## config.mk

```make
export PLATFORM = sky130hd
export DESIGN_NAME = icache_refill_flat
export DESIGN_NICKNAME = d
export VERILOG_FILES = /design/src/rtl/icache_refill_if.sv /design/src/rtl/icache_refill.sv /design/src/flat_wrapper.sv
export SDC_FILE = /design/constraint.sdc
export NUM_CORES = 1
export LEC_CHECK = 0
export CELL_PAD_IN_SITES_DETAIL_PLACEMENT = 1
export CELL_PAD_IN_SITES_GLOBAL_PLACEMENT = 1
export CORE_AREA = 2 2 290 292
export DETAILED_ROUTE_END_ITERATION = 6
export DIE_AREA = 0 0 292 294
export DONT_BUFFER_PORTS = 1
export GPL_ROUTABILITY_DRIVEN = 0
export PLACE_DENSITY_LB_ADDON = 0.1
export SLEW_MARGIN = 10
export SYNTH_ARGS = -nofsm -noshare
export SYNTH_HDL_FRONTEND = slang
export SYNTH_SLANG_ARGS = --single-unit
```

## constraint.sdc

```tcl
create_clock -name clk -period 4.8 [get_ports clk]
set_input_delay 0.96 -clock clk [delete_from_list [all_inputs] [get_ports clk]]
set_output_delay 0.96 -clock clk [all_outputs]
set_load 0.01 [all_outputs]
```

## src/rtl/icache_refill_if.sv

```systemverilog
// Signal bundle between the refill engine, the fetch-side cache and the instruction memory port.
// The master modport is the refill engine; the slave modport is its environment.
interface icache_refill_if #(
   parameter int BLOCK_WIDTH = 512,
   parameter int WORD_SIZE   = 32,
   parameter int ADDR_WIDTH  = 64
);
   logic                   i_miss;
   logic [ADDR_WIDTH-1:0]  i_miss_addr;
   logic                   o_busy;
   logic [ADDR_WIDTH-1:0]  o_fill_addr;
   logic [BLOCK_WIDTH-1:0] o_block;
   logic                   o_block_we;
   logic                   o_err;
   logic                   o_mem_req_valid;
   logic                   i_mem_req_ready;
   logic [ADDR_WIDTH-1:0]  o_mem_req_addr;
   logic                   i_mem_rdata_valid;
   logic [WORD_SIZE-1:0]   i_mem_rdata;
   logic                   i_mem_rdata_last;
   logic                   i_mem_rerror;

   modport master (
      input  i_miss, i_miss_addr, i_mem_req_ready,
      input  i_mem_rdata_valid, i_mem_rdata, i_mem_rdata_last, i_mem_rerror,
      output o_busy, o_fill_addr, o_block, o_block_we, o_err,
      output o_mem_req_valid, o_mem_req_addr
   );

   modport slave (
      output i_miss, i_miss_addr, i_mem_req_ready,
      output i_mem_rdata_valid, i_mem_rdata, i_mem_rdata_last, i_mem_rerror,
      input  o_busy, o_fill_addr, o_block, o_block_we, o_err,
      input  o_mem_req_valid, o_mem_req_addr
   );
endinterface

```

## src/rtl/icache_refill.sv

```systemverilog
// Instruction-cache line-fill engine: one burst read per miss, beats assembled into a
// full line, then a single-cycle block write (or a single-cycle error pulse) to the cache.
module icache_refill #(
   parameter int BLOCK_WIDTH = 512,
   parameter int WORD_SIZE   = 32,
   parameter int ADDR_WIDTH  = 64
) (
   input  logic            clk,
   input  logic            arst,
   icache_refill_if.master bus
);
   localparam int BEATS      = BLOCK_WIDTH / WORD_SIZE;
   localparam int LINE_OFF_W = $clog2(BLOCK_WIDTH / 8);
   localparam int CNT_W      = $clog2(BEATS);

   localparam logic [CNT_W-1:0]      LAST_CNT  = CNT_W'(BEATS - 1);
   localparam logic [CNT_W-1:0]      CNT_ONE   = CNT_W'(1);
   localparam logic [ADDR_WIDTH-1:0] LINE_MASK = {{(ADDR_WIDTH-LINE_OFF_W){1'b0}}, {LINE_OFF_W{1'b1}}};

   typedef enum logic [1:0] {
      S_IDLE  = 2'd0,
      S_REQ   = 2'd1,
      S_FILL  = 2'd2,
      S_WRITE = 2'd3
   } state_e;

   state_e                 state_q, state_d;
   logic [CNT_W-1:0]       cnt_q, cnt_d;
   logic [ADDR_WIDTH-1:0]  addr_q, addr_d;
   logic [BLOCK_WIDTH-1:0] block_q, block_d;
   logic                   err_q, err_d;
   logic                   beat_err_s;

   // Next-state, beat assembly and error detection.
   always_comb begin
      state_d    = state_q;
      cnt_d      = cnt_q;
      addr_d     = addr_q;
      block_d    = block_q;
      err_d      = 1'b0;
      beat_err_s = 1'b0;
      case (state_q)
         S_IDLE: begin
            if (bus.i_miss) begin
               addr_d  = bus.i_miss_addr & ~LINE_MASK;
               state_d = S_REQ;
            end else begin
               state_d = S_IDLE;
            end
         end
         S_REQ: begin
            if (bus.i_mem_req_ready) begin
               cnt_d   = {CNT_W{1'b0}};
               state_d = S_FILL;
            end else begin
               state_d = S_REQ;
            end
         end
         S_FILL: begin
            if (bus.i_mem_rdata_valid) begin
               for (int b = 0; b < BEATS; b++) begin
                  if (cnt_q == CNT_W'(b)) begin
                     block_d[b*WORD_SIZE +: WORD_SIZE] = bus.i_mem_rdata;
                  end else begin
                     block_d[b*WORD_SIZE +: WORD_SIZE] = block_q[b*WORD_SIZE +: WORD_SIZE];
                  end
               end
               // A last marker must coincide exactly with the final beat position.
               beat_err_s = bus.i_mem_rerror | (bus.i_mem_rdata_last != (cnt_q == LAST_CNT));
               cnt_d      = cnt_q + CNT_ONE;
               if (beat_err_s) begin
                  err_d   = 1'b1;
                  state_d = S_IDLE;
               end else if (cnt_q == LAST_CNT) begin
                  state_d = S_WRITE;
               end else begin
                  state_d = S_FILL;
               end
            end else begin
               state_d = S_FILL;
            end
         end
         S_WRITE: begin
            state_d = S_IDLE;
         end
         default: begin
            state_d = S_IDLE;
         end
      endcase
   end

   // State and datapath registers with synchronous reset.
   always_ff @(posedge clk) begin
      if (arst) begin
         state_q <= S_IDLE;
         cnt_q   <= {CNT_W{1'b0}};
         addr_q  <= {ADDR_WIDTH{1'b0}};
         block_q <= {BLOCK_WIDTH{1'b0}};
         err_q   <= 1'b0;
      end else begin
         state_q <= state_d;
         cnt_q   <= cnt_d;
         addr_q  <= addr_d;
         block_q <= block_d;
         err_q   <= err_d;
      end
   end

   assign bus.o_busy          = (state_q != S_IDLE);
   assign bus.o_mem_req_valid = (state_q == S_REQ);
   assign bus.o_block_we      = (state_q == S_WRITE);
   assign bus.o_err           = err_q;
   assign bus.o_fill_addr     = addr_q;
   assign bus.o_mem_req_addr  = addr_q;
   assign bus.o_block         = block_q;
endmodule

```

## src/flat_wrapper.sv

```systemverilog
// flat-port wrapper written by rule: the top's interface ports become plain ports
module icache_refill_flat 
#(
   parameter int BLOCK_WIDTH = 512,
   parameter int WORD_SIZE   = 32,
   parameter int ADDR_WIDTH  = 64
)
  (clk, arst, bus_i_miss, bus_i_miss_addr, bus_i_mem_req_ready, bus_i_mem_rdata_valid, bus_i_mem_rdata, bus_i_mem_rdata_last, bus_i_mem_rerror, bus_o_busy, bus_o_fill_addr, bus_o_block, bus_o_block_we, bus_o_err, bus_o_mem_req_valid, bus_o_mem_req_addr);
  icache_refill_if #(.BLOCK_WIDTH(BLOCK_WIDTH), .WORD_SIZE(WORD_SIZE), .ADDR_WIDTH(ADDR_WIDTH)) bus_i ();
  input  logic clk;
  input  logic arst;
  input wire logic [$bits(bus_i.i_miss)-1:0] bus_i_miss;
  input wire logic [$bits(bus_i.i_miss_addr)-1:0] bus_i_miss_addr;
  input wire logic [$bits(bus_i.i_mem_req_ready)-1:0] bus_i_mem_req_ready;
  input wire logic [$bits(bus_i.i_mem_rdata_valid)-1:0] bus_i_mem_rdata_valid;
  input wire logic [$bits(bus_i.i_mem_rdata)-1:0] bus_i_mem_rdata;
  input wire logic [$bits(bus_i.i_mem_rdata_last)-1:0] bus_i_mem_rdata_last;
  input wire logic [$bits(bus_i.i_mem_rerror)-1:0] bus_i_mem_rerror;
  output wire logic [$bits(bus_i.o_busy)-1:0] bus_o_busy;
  output wire logic [$bits(bus_i.o_fill_addr)-1:0] bus_o_fill_addr;
  output wire logic [$bits(bus_i.o_block)-1:0] bus_o_block;
  output wire logic [$bits(bus_i.o_block_we)-1:0] bus_o_block_we;
  output wire logic [$bits(bus_i.o_err)-1:0] bus_o_err;
  output wire logic [$bits(bus_i.o_mem_req_valid)-1:0] bus_o_mem_req_valid;
  output wire logic [$bits(bus_i.o_mem_req_addr)-1:0] bus_o_mem_req_addr;
  assign bus_i.i_miss = bus_i_miss;
  assign bus_i.i_miss_addr = bus_i_miss_addr;
  assign bus_i.i_mem_req_ready = bus_i_mem_req_ready;
  assign bus_i.i_mem_rdata_valid = bus_i_mem_rdata_valid;
  assign bus_i.i_mem_rdata = bus_i_mem_rdata;
  assign bus_i.i_mem_rdata_last = bus_i_mem_rdata_last;
  assign bus_i.i_mem_rerror = bus_i_mem_rerror;
  assign bus_o_busy = bus_i.o_busy;
  assign bus_o_fill_addr = bus_i.o_fill_addr;
  assign bus_o_block = bus_i.o_block;
  assign bus_o_block_we = bus_i.o_block_we;
  assign bus_o_err = bus_i.o_err;
  assign bus_o_mem_req_valid = bus_i.o_mem_req_valid;
  assign bus_o_mem_req_addr = bus_i.o_mem_req_addr;
  icache_refill #(.BLOCK_WIDTH(BLOCK_WIDTH), .WORD_SIZE(WORD_SIZE), .ADDR_WIDTH(ADDR_WIDTH)) u_core (.clk(clk), .arst(arst), .bus(bus_i));
endmodule
```

; ---- Word level (Yosys, flattened, before mapping)
; Index checks and enable logic that the tools add are counted.
; Widths: inputs -> output; s select.
[classes]
mux = 10
bitwise_logic = 3
n_eq_ne = 21
n_addsub = 1
reduce_logical = 23
[op_table]
columns = cell, n
row1 = $reduce_and 3->1, 17
row2 = $eq 4x4->1 const B, 8
row3 = $eq 4x3->1 const B, 4
row4 = $eq 4x2->1 const B, 2
row5 = $mux 4, 2
row6 = $pmux 2 s4, 1
row7 = $pmux 4 s2, 1
row8 = $mux 2, 3
row9 = $add 4x1->4 const B, 1
row10 = $eq 2x2->1 const B, 2
row11 = $eq 4x1->1 const B, 1
row12 = $logic_not 4->1, 1
row13 = $ne 2x2->1 const B, 2
row14 = $reduce_bool 2->1, 2
row15 = $mux 1, 3
row16 = $reduce_or 3->1, 1
row17 = $eq 2x1->1 const B, 1
row18 = $logic_not 2->1, 1
row19 = $not 1->1, 2
row20 = $reduce_and 2->1, 1
row21 = $ne 1x1->1, 1
row22 = $or 1x1->1, 1
[totals]
register_bits = 577
input_bits = 103

; ---- Longest topological paths before layout
; Gate-level depths: netlist (run 1).
[logic_depth]
depth_word = 6
mapped_depth = 7
ltp_nobuf = 4

; ---- Worst setup path before layout (run 1)
; OpenSTA, ideal clock, no wires.
[synth_timing]
kind = in2reg
from = input port bus_i_mem_rdata_valid
to = register u_core.block_q[407], in the netlist u_core.bus.o_block[407]
setup_slack_ps = 2770
cell_stages = 6
path_buffers = 3
required_ps = 4728
setup_ps = 72
t_arrival_ps = 1958
path_cell_list = and3b_1 -> buf_4 -> and4_1 -> buf_4 -> buf_6 -> mux2i_1
[synth_via]
elab_chain_cells = 1
[synth_rtl]
columns = element, line_no
row1 = "start, declared", flat_wrapper.sv:15  ; input wire logic [$bits(bus_i.i_mem_rdata_valid)-1:0] bus_i_mem_rdata_valid;
row2 = $reduce_and 3->1 (no source line), -
row3 = "end signal, assigned", icache_refill.sv:98  ; block_q <= {BLOCK_WIDTH{1'b0}};
row4 = "end signal, assigned", icache_refill.sv:104  ; block_q <= block_d;
row5 = "end, declared", icache_refill.sv:30  ; logic [BLOCK_WIDTH-1:0] block_q, block_d;
; No other way between the ends.
; A chain may end at the register's enable or synchronous reset.

; ---- Worst setup path after layout (run 1)
[layout_timing]
from = register u_core.state_q[1]
to = register u_core.block_q[455], in the netlist u_core.bus.o_block[455]
[layout_via]
elab_chain_cells = 2
[layout_rtl]
columns = element, line_no
row1 = "start, declared", icache_refill.sv:27  ; state_e state_q, state_d;
row2 = "start signal, assigned", icache_refill.sv:101  ; state_q <= state_d;
row3 = $eq 2x2->1, icache_refill.sv:42  ; case (state_q)
row4 = $reduce_and 3->1 (no source line), -
; No other way between the ends.

==> results of run 1 <==
## logic make-up after synthesis
kind of cell,count (synthesis),synth area share
flip-flops,577,0.534
other,1,0.000173
adder cells (fa/ha/maj),4,0.00231
AND/OR/NAND/NOR,703,0.140
buffers and inverters,245,0.0696
AO/OA/AOI/OAI,71,0.0175
multiplexers,513,0.237
## registers in the layout, indices dropped and copies added, names as in the netlist
signal / count
u_core.bus.o_block: 512
u_core.bus.o_fill_addr: 58
u_core.cnt_q: 4
u_core.state_q: 2
u_core.bus.o_err: 1
## per-stage QoR
step           std cells  hold WS (ns)  setup slack, ns
2_1_floorplan       2125         0.479             2.77
3_3_place_gp        2986         0.496             1.67
3_5_place_dp        2986         0.501             1.59
4_1_cts             3109         0.423             1.92
5_1_grt             3109         0.446             1.75
6_report            3109         0.474             2.03
## critical path: cells and delay by family (launching register included)
kind | cells | cell delay [ns]
AND/OR/NAND/NOR | 2 | 1.61
flip-flops | 1 | 0.55
multiplexers | 1 | 0.43
## metal layers
metal / part of all wire / track usage / vias up / wire length (um)
met3: 0.11 / 0.0870 / 118 / 9260
li1: - / - / 6591 / -
met2: 0.48 / 0.318 / 512 / 40100
met5: 0 / 0 / - / 0
met1: 0.38 / 0.206 / 7173 / 31700
met4: 0.025 / 0.0551 / 0 / 2050
## Yosys cell counts (2+ instances only)
cell,count
nand2b_1,56
buf_6,33
inv_1,3
ha_1,4
buf_2,24
nand3b_1,4
mux2i_1,513
buf_4,78
and4_1,2
clkbuf_1,100
a21oi_1,62
nand4_1,2
nand3_1,7
nand4_2,2
buf_1,5
dfxtp_1,577
nor2b_1,3
nand3_4,9
o21ai_0,2
nand2_1,607
## worst paths after layout
kind                                                     startpoint                                      to  slack (ns)  cells past startpoint
worst max-delay path                   u_core.state_q[1]$_SDFF_PP0_    u_core.bus.o_block[455]$_SDFFE_PP0P_        2.03                      3
worst min register to register  u_core.bus.o_block[87]$_SDFFE_PP0P_     u_core.bus.o_block[87]$_SDFFE_PP0P_        0.51                      2
worst min-delay path                             bus_i_miss_addr[6]  u_core.bus.o_fill_addr[6]$_SDFFE_PP0P_        0.47                      2
worst max register to register         u_core.state_q[1]$_SDFF_PP0_    u_core.bus.o_block[455]$_SDFFE_PP0P_        2.03                      3
## placed cells by master (no fill, tap or decap), drive strengths merged, types with 2 or more instances in the layout
cell type	Yosys	routed
ha	4	4
nand3b	4	4
nand4	5	5
clkbuf	100	106
buf	141	22
dfxtp	577	577
o21ai	2	2
mux2i	513	513
nand3	17	17
and4	2	2
a21oi	62	62
inv	4	8
nand2	607	607
clkinv	0	12
nor2b	3	3
nand2b	56	56
conb	1	12
## final cells by class
cell class	count	area share
clock buffers	106	0.0852
clock inverters	17	0.00833
inverters	4	0.000937
multi-input cells	1303	0.361
flip-flops and latches	577	0.481
well taps	1080	0.0562
repair buffers	22	0.00791
## where the power goes
part	internal [mW]	total, mW	switching [mW]
sequential	4.83	4.91	0.0777
combinational	0.0640	0.329	0.265
clock	2.98	5.22	2.23
==> results.py, run 1 <==
metrics = {
    "power": {
        "p_per_area_mw_per_mm2": 435,
        "leakagePower_nw": 11.6,
        "irDropWorstVdd_uv": 207,
        "total_power_mw": 10.5,
    },
    "timing": {
        "fin_skew_ns": 0.0183,
        "finalMaxSlewViolations": 0,
        "worst_pin_slew_ns": 1.08,
        "hold_viol_final": 0,
        "post-route-min-period_ns": 2.77,
        "finalSetupTns_ns": 0,
        "slew_headroom": 0.283,
        "rsz0062_at_grt": "no",
        "max_freq_mhz": 361,
        "period_share": 0.577,
        "setup_violations": 0,
    },
    "synth": {
        "synth_top_area_share": 0.534,
        "synth_edf_count": 0,
        "synth_cell_types": 41,
        "yosys_most_used_dff": "dfxtp_1",
        "syn_avg_cell_area_um2": 10.2,
        "netlist_area_mm2": 0.0216,
        "ys_warn_count": 0,
        "synth-seq-cells": 577,
        "yosys.area.top_type": "dfxtp_1",
        "syn_inst": 2114,
        "synth.area.top_cells": "dfxtp_1 (53%), mux2i_1 (24%), nand2_1 (11%)",
        "async_reset_ff_frac": 0,
        "synth-seq-area-share": 0.534,
    },
    "final_layout": {
        "area_delta_synth_final_pct": 11.0,
        "final_layout_size_suffix_gt1_frac": 0.0724,
        "layout.nets": 2086,
        "final_area_mm2": 0.0240,
        "fin_util": 0.290,
        "nFillCells": 9268,
        "multi_input_area_mm2": 0.00867,
        "regArea_mm2": 0.0116,
        "antenna_cells": 0,
    },
    "die": {
        "die-area_mm2": 0.0858,
        "die_w_um": 292,
        "io_pins": 747,
        "row_count": 106,
        "start_util": 0.261,
        "fp.coreArea_mm2": 0.0829,
        "die-height_um": 294,
    },
    "detailed_routing": {
        "dr.pass1.iters": 4,
        "totalWireLength_um": 83200,
        "antenna_left": 0,
        "dr_total_vias": 14394,
        "drc": 0,
        "wire_per_inst_um": 26.8,
        "drtIter0Drc": 542,
        "vias_per_cell": 4.63,
    },
    "global_routing": {
        "first_global_vias": 14850,
        "antenna_found_initial": 6,
        "grt_usage": 0.186,
        "grt_max_degree": 131,
        "grt_pass1_wl_um": 116000,
        "grt.overflow.total": 0,
    },
    "setup_path": {
        "crit_path_start_kind": "flop",
        "path_class": "reg -> reg",
        "crit_path_top_delay_cell": "nand4_4",
        "crit_path_end_kind": "flop",
        "crit_chain": "and3b_2 -> nand4_4 -> mux2i_1",
        "crit_fanout": 32,
        "cp_slowest_stage_delay_ns": 0.85,
        "critPathArrivalTime_ns": 3.29,
        "critPathRequiredTime_ns": 5.32,
    },
    "outcome": {
        "outcome": "completed",
    },
    "clocking": {
        "htree_levels": 3,
        "clock_path_buffers": 3,
        "tritoncts": "done",
        "cts_made_buffers": 71,
        "holdBufCountCts": 0,
        "clock_sinks": 577,
        "insertion_delay_ns": 0.63,
        "root_buffer": "clkbuf_16",
        "cts_resized": 0,
        "path_clk_slew_ns": 0.06,
        "cts_setup_buffers": 0,
    },
    "place": {
        "post-dp-hpwl_um": 56100,
        "post_dp_cell_area_mm2": 0.0218,
        "port-buffer-count": 0,
    },
    "worst_hold_path": {
        "min_path_type": "in -> reg",
    },
    "job": {
        "cap_viol_max_count": 0,
    },
}
Power figures use the tool's default switching activity.
==> run 2, diff against run 1 <==
==> constraint.sdc (replaced) <==
create_clock -name clk -period 2.6 [get_ports clk]
set_input_delay 0.52 -clock clk [delete_from_list [all_inputs] [get_ports clk]]
set_output_delay 0.52 -clock clk [all_outputs]
set_load 0.01 [all_outputs]
==> run 2 against run 1 <==
Net effect: sequential power is 84% higher; hold slack worse by 0.42 ns; design area up 2.5%; clock power increased by 82%; critical endpoint is now u_core.bus.o_block[59]$_SDFFE_PP0P_.
==> results.py, run 2 (synthesized netlist as in run 1, its figures left out) <==
metrics = {
    "outcome": {
        "outcome": "completed",
    },
    "timing": {
        "fin_skew_ns": 0.0117,
        "hold_viol_final": 0,
        "post-route-min-period_ns": 2.13,
        "finalMaxSlewViolations": 0,
        "worst_pin_slew_ns": 0.904,
        "finalSetupTns_ns": 0,
        "rsz0062_at_grt": "no",
        "slew_headroom": 0.396,
        "period_share": 0.821,
        "max_freq_mhz": 469,
        "setup_violations": 0,
    },
    "detailed_routing": {
        "drtIter0Drc": 547,
        "drc": 0,
        "antenna_left": 0,
        "totalWireLength_um": 83100,
        "vias_per_cell": 4.62,
        "dr.pass1.iters": 4,
        "dr_total_vias": 14621,
        "wire_per_inst_um": 26.2,
    },
    "final_layout": {
        "layout.nets": 2144,
        "stdcell_count": 3166,
        "area_delta_synth_final_pct": 13.8,
        "largest_register_ffs": 512,
        "final_cell_mix": "nand2_1 (605), dfxtp_1 (577), mux2i_1 (513)",
        "final_layout_size_suffix_gt1_frac": 0.0898,
        "final_common_cell": "nand2_1",
    },
    "global_routing": {
        "grt_pass1_wl_um": 117000,
        "first_global_vias": 15314,
        "grt_max_degree": 146,
        "antenna_found_initial": 2,
        "grt.overflow.total": 0,
        "grt_usage": 0.187,
    },
    "setup_path": {
        "r2r_cells": 4,
        "reg2reg_slack_ns": 0.47,
        "crit_fanout": 12,
        "critPathRequiredTime_ns": 3.04,
        "startpoint": "u_core.cnt_q[3]$_SDFFE_PP0P_",
        "crit_path_start_kind": "flop",
        "crit_path_end_kind": "flop",
        "reg2reg_from": "u_core.cnt_q[3]$_SDFFE_PP0P_",
        "path_class": "reg -> reg",
        "r2r_end": "u_core.bus.o_block[59]$_SDFFE_PP0P_",
        "cp_slowest_stage_delay_ns": 0.54,
        "critPathArrivalTime_ns": 2.58,
        "crit_chain": "nor2_1 -> nand3_2 -> buf_12 -> mux2i_1",
        "crit_path_top_delay_cell": "nor2_1",
    },
    "clocking": {
        "insertion_delay_ns": 0.60,
        "root_buffer": "clkbuf_16",
        "cts_made_buffers": 70,
        "cts_resized": 0,
        "path_clk_slew_ns": 0.06,
        "clock_path_buffers": 3,
        "tritoncts": "done",
        "htree_levels": 3,
        "clock_sinks": 577,
    },
    "power": {
        "irDropWorstVdd_uv": 374,
        "leakagePower_nw": 11.9,
        "p_per_area_mw_per_mm2": 780,
    },
    "worst_hold_path": {
        "whs_path_depth": 2,
        "min_from": "bus_i_miss_addr[18]",
        "min_path_type": "in -> reg",
        "holdPathEnd": "u_core.bus.o_fill_addr[18]$_SDFFE_PP0P_",
    },
    "die": {
        "io_pins": 747,
        "start_util": 0.261,
        "die-area_mm2": 0.0858,
        "die-height_um": 294,
        "row_count": 106,
        "die_w_um": 292,
        "fp.coreArea_mm2": 0.0829,
    },
    "place": {
        "port-buffer-count": 0,
        "dp_cells": 3034,
        "post-dp-hpwl_um": 57800,
    },
    "job": {
        "cap_viol_max_count": 0,
    },
}
==> run 2: cell count changes in the layout (fill, tap and decap cells not counted), sizes merged <==
cell	delta
buf	+48
dlygate4sd3	+11
clkinv	-7
diode	+3
bufinv	+1
clkbuf	+1
==> run 2: critical path: cells and delay by family, from the launching register on <==
kind | cells | cell delay [ns]
mux | 1 | 0.12
simple gates | 2 | 1.07
buf+inv | 1 | 0.34
flops | 1 | 0.43
==> run 2: stage by stage <==
| step | utilization | instance area, um2 | setup WS (ns) | hold slack, ns | total power, mW |
|---|---|---|---|---|---|
| floorplan | - | 21700 | 1.01 | 0.479 | 9.71 |
| global placement | 0.269 | 22300 | 0.488 | 0.494 | 9.91 |
| detailed placement | 0.269 | 22300 | 0.417 | 0.500 | 9.92 |
| CTS | 0.297 | 24600 | 0.411 | 0.00103 | 19.6 |
| global route | 0.297 | 24600 | 0.316 | 0.0153 | 20.0 |
| finish | 0.297 | 24600 | 0.466 | 0.0517 | 19.2 |
==> run 2: timing repair <==
| item | in CTS | in global routing |
|---|---|---|
| hold buffers | 11 | 0 |
| setup buffers | 0 | 0 |
| endpoints found under the hold margin | 11 | 0 |
==> run 2: final cells by class <==
cell class,instances,area [um2]
Fill cell,9206,58300
Tap cell,1080,1350
Multi-Input combinational cell,1303,8670
Timing Repair Buffer,81,848
Antenna cell,3,7.51
Inverter,4,22.5
Clock buffer,107,2040
Sequential cell,577,11600
Clock inverter,11,143
==> run 2: routing by layer <==
layer	GRT usage	wire length, um
met1	0.212	32700
met2	0.319	40400
met3	0.0832	8440
met4	0.0484	1540
met5	0	0
==> run 2: power by group <==
group	switching [mW]	internal, mW
Combinational	0.504	0.165
Sequential	0.137	8.91
Clock	3.96	5.54
Total	4.60	14.6
==> run 2: how the worst max path moves through the flow <==
stage                                      endpoint  depth (start not counted)
4_1_cts        u_core.bus.o_block[459]$_SDFFE_PP0P_                          5
2_1_floorplan  u_core.bus.o_block[407]$_SDFFE_PP0P_                          6
6_report        u_core.bus.o_block[59]$_SDFFE_PP0P_                          4
3_3_place_gp   u_core.bus.o_block[452]$_SDFFE_PP0P_                          5
5_1_grt        u_core.bus.o_block[458]$_SDFFE_PP0P_                          5
3_5_place_dp   u_core.bus.o_block[452]$_SDFFE_PP0P_                          5
==> run 3, diff against run 2 <==
==> constraint.sdc (replaced) <==
create_clock -name clk -period 2 [get_ports clk]
set_input_delay 0.4 -clock clk [delete_from_list [all_inputs] [get_ports clk]]
set_output_delay 0.4 -clock clk [all_outputs]
set_load 0.01 [all_outputs]
==> run 3 against run 2 <==
Net effect: via count is 2.3% higher; sequential share of layout area decreased by 2.2 points; clock skew grew 0.012 ns; worst setup slack worse by 0.30 ns; final cell count is 3.0% higher.
==> results.py, run 3 (synthesized netlist as in run 1, its figures left out) <==
metrics = {
    "final_layout": {
        "final_cell_mix": "nand2_1 (605), dfxtp_1 (577), mux2i_1 (513)",
        "largest_register_ffs": 512,
        "final_common_cell": "nand2_1",
        "final_layout_size_suffix_gt1_frac": 0.106,
        "final_area_mm2": 0.0258,
        "area_delta_synth_final_pct": 19.3,
        "layout.nets": 2231,
    },
    "global_routing": {
        "grt_busiest_layer": "met2",
        "grt_usage": 0.190,
        "grt_pass1_wl_um": 119000,
        "grt.met3_usage": 0.0813,
        "gr-usage-met2": 0.320,
        "grt.overflow.total": 0,
        "use_met1": 0.215,
        "first_global_vias": 15728,
        "antenna_found_initial": 1,
        "grt_max_degree": 92,
    },
    "setup_path": {
        "crit_path_end_kind": "output port",
        "critPathArrivalTime_ns": 1.43,
        "crit_path_start_kind": "flop",
        "path_class": "reg -> out",
        "crit_fanout": 11,
        "critPathRequiredTime_ns": 1.60,
        "reg2reg_slack_ns": 0.18,
    },
    "clocking": {
        "cts_made_buffers": 71,
        "root_buffer": "clkbuf_16",
        "clock_sinks": 577,
        "path_clk_slew_ns": 0.06,
        "clock_path_buffers": 3,
        "insertion_delay_ns": 0.61,
        "htree_levels": 3,
        "tritoncts": "done",
        "cts_setup_buffers": 0,
    },
    "detailed_routing": {
        "drtIter0Drc": 526,
        "dr.pass1.iters": 4,
        "vias_per_cell": 4.59,
        "totalWireLength_um": 84100,
        "drc": 0,
        "wire_per_inst_um": 25.8,
        "dr_total_vias": 14950,
        "antenna_left": 0,
    },
    "timing": {
        "finalSetupTns_ns": 0,
        "rsz0062_at_grt": "no",
        "hold_viol_final": 0,
        "period_share": 0.915,
        "slew_headroom": 0.319,
        "hold_slack_ns": 0.0538,
        "finalMaxSlewViolations": 0,
        "max_freq_mhz": 546,
        "setup_violations": 0,
        "post-route-min-period_ns": 1.83,
        "worst_pin_slew_ns": 1.02,
        "fin_skew_ns": 0.0238,
    },
    "place": {
        "post_dp_cell_area_mm2": 0.0228,
        "port-buffer-count": 0,
        "post-dp-hpwl_um": 58800,
    },
    "power": {
        "p_per_area_mw_per_mm2": 995,
        "leakagePower_nw": 12.5,
        "total_power_mw": 25.7,
        "irDropWorstVdd_uv": 482,
    },
    "die": {
        "io_pins": 747,
        "row_count": 106,
        "fp.coreArea_mm2": 0.0829,
        "die-area_mm2": 0.0858,
        "die_w_um": 292,
        "die-height_um": 294,
        "start_util": 0.261,
    },
    "outcome": {
        "outcome": "completed",
    },
    "job": {
        "cap_viol_max_count": 0,
    },
    "worst_hold_path": {
        "min_path_type": "in -> reg",
    },
}
[run 3: cell types whose count changed in the layout (fill, tap and decap cells not counted), sizes merged]
| cell | change |
|---|---|
| bufinv | +2 |
| clkbuf | +1 |
| clkinv | +4 |
| inv | +1 |
| dlygate4sd3 | +53 |
| buf | +33 |
[run 3: critical path: stages (launching register included)]
cell	delay, ns
dfxtp_1	0.31
buf_4	0.17
or2_2	0.35
[run 3: worst paths after layout]
check / cells after the start / start / to
setup reg to reg: 5 / u_core.state_q[0]$_SDFF_PP0_ / u_core.bus.o_block[414]$_SDFFE_PP0P_
hold reg to reg: 2 / u_core.bus.o_block[58]$_SDFFE_PP0P_ / u_core.bus.o_block[58]$_SDFFE_PP0P_
hold / removal: 2 / bus_i_mem_rerror / u_core.bus.o_err$_SDFF_PP0_
setup / recovery: 2 / u_core.state_q[0]$_SDFF_PP0_ / bus_o_busy
[run 3: cell type report]
type                    count  area (um2)
well taps                1080        1350
repair buffers            167        1910
clock inverters            18         240
diodes                      3        7.51
flip-flops and latches    577       11600
inverters                   4        22.5
clock buffers             108        2080
fillers                  9147       57100
multi-input cells        1303        8670
[run 3: power by group]
part	internal (mW)	total, mW	switching [mW]
combinational	0.349	1.09	0.736
sequential	11.6	11.8	0.178
clock	7.61	12.8	5.23
[run 3: repair_timing]
action	CTS	global route
gates resized for setup	1	0
endpoints found under the hold margin	94	0
setup endpoints to repair	1	0
hold buffers	65	0
[run 3: layer usage]
layer / part of all wire / vias to the layer above
met5: 0 / -
met4: 0.027 / 0
met3: 0.097 / 108
met2: 0.48 / 503
met1: 0.40 / 7444
li1: - / 6895
[run 3: per-stage QoR]
stage               cells  setup WS [ns]  utilization
finish               3260          0.170        0.312
floorplan            2125          0.467            -
detailed placement   3066          0.124        0.276
global route         3257         0.0735        0.312
CTS                  3257          0.122        0.312
global placement     3066          0.174        0.276
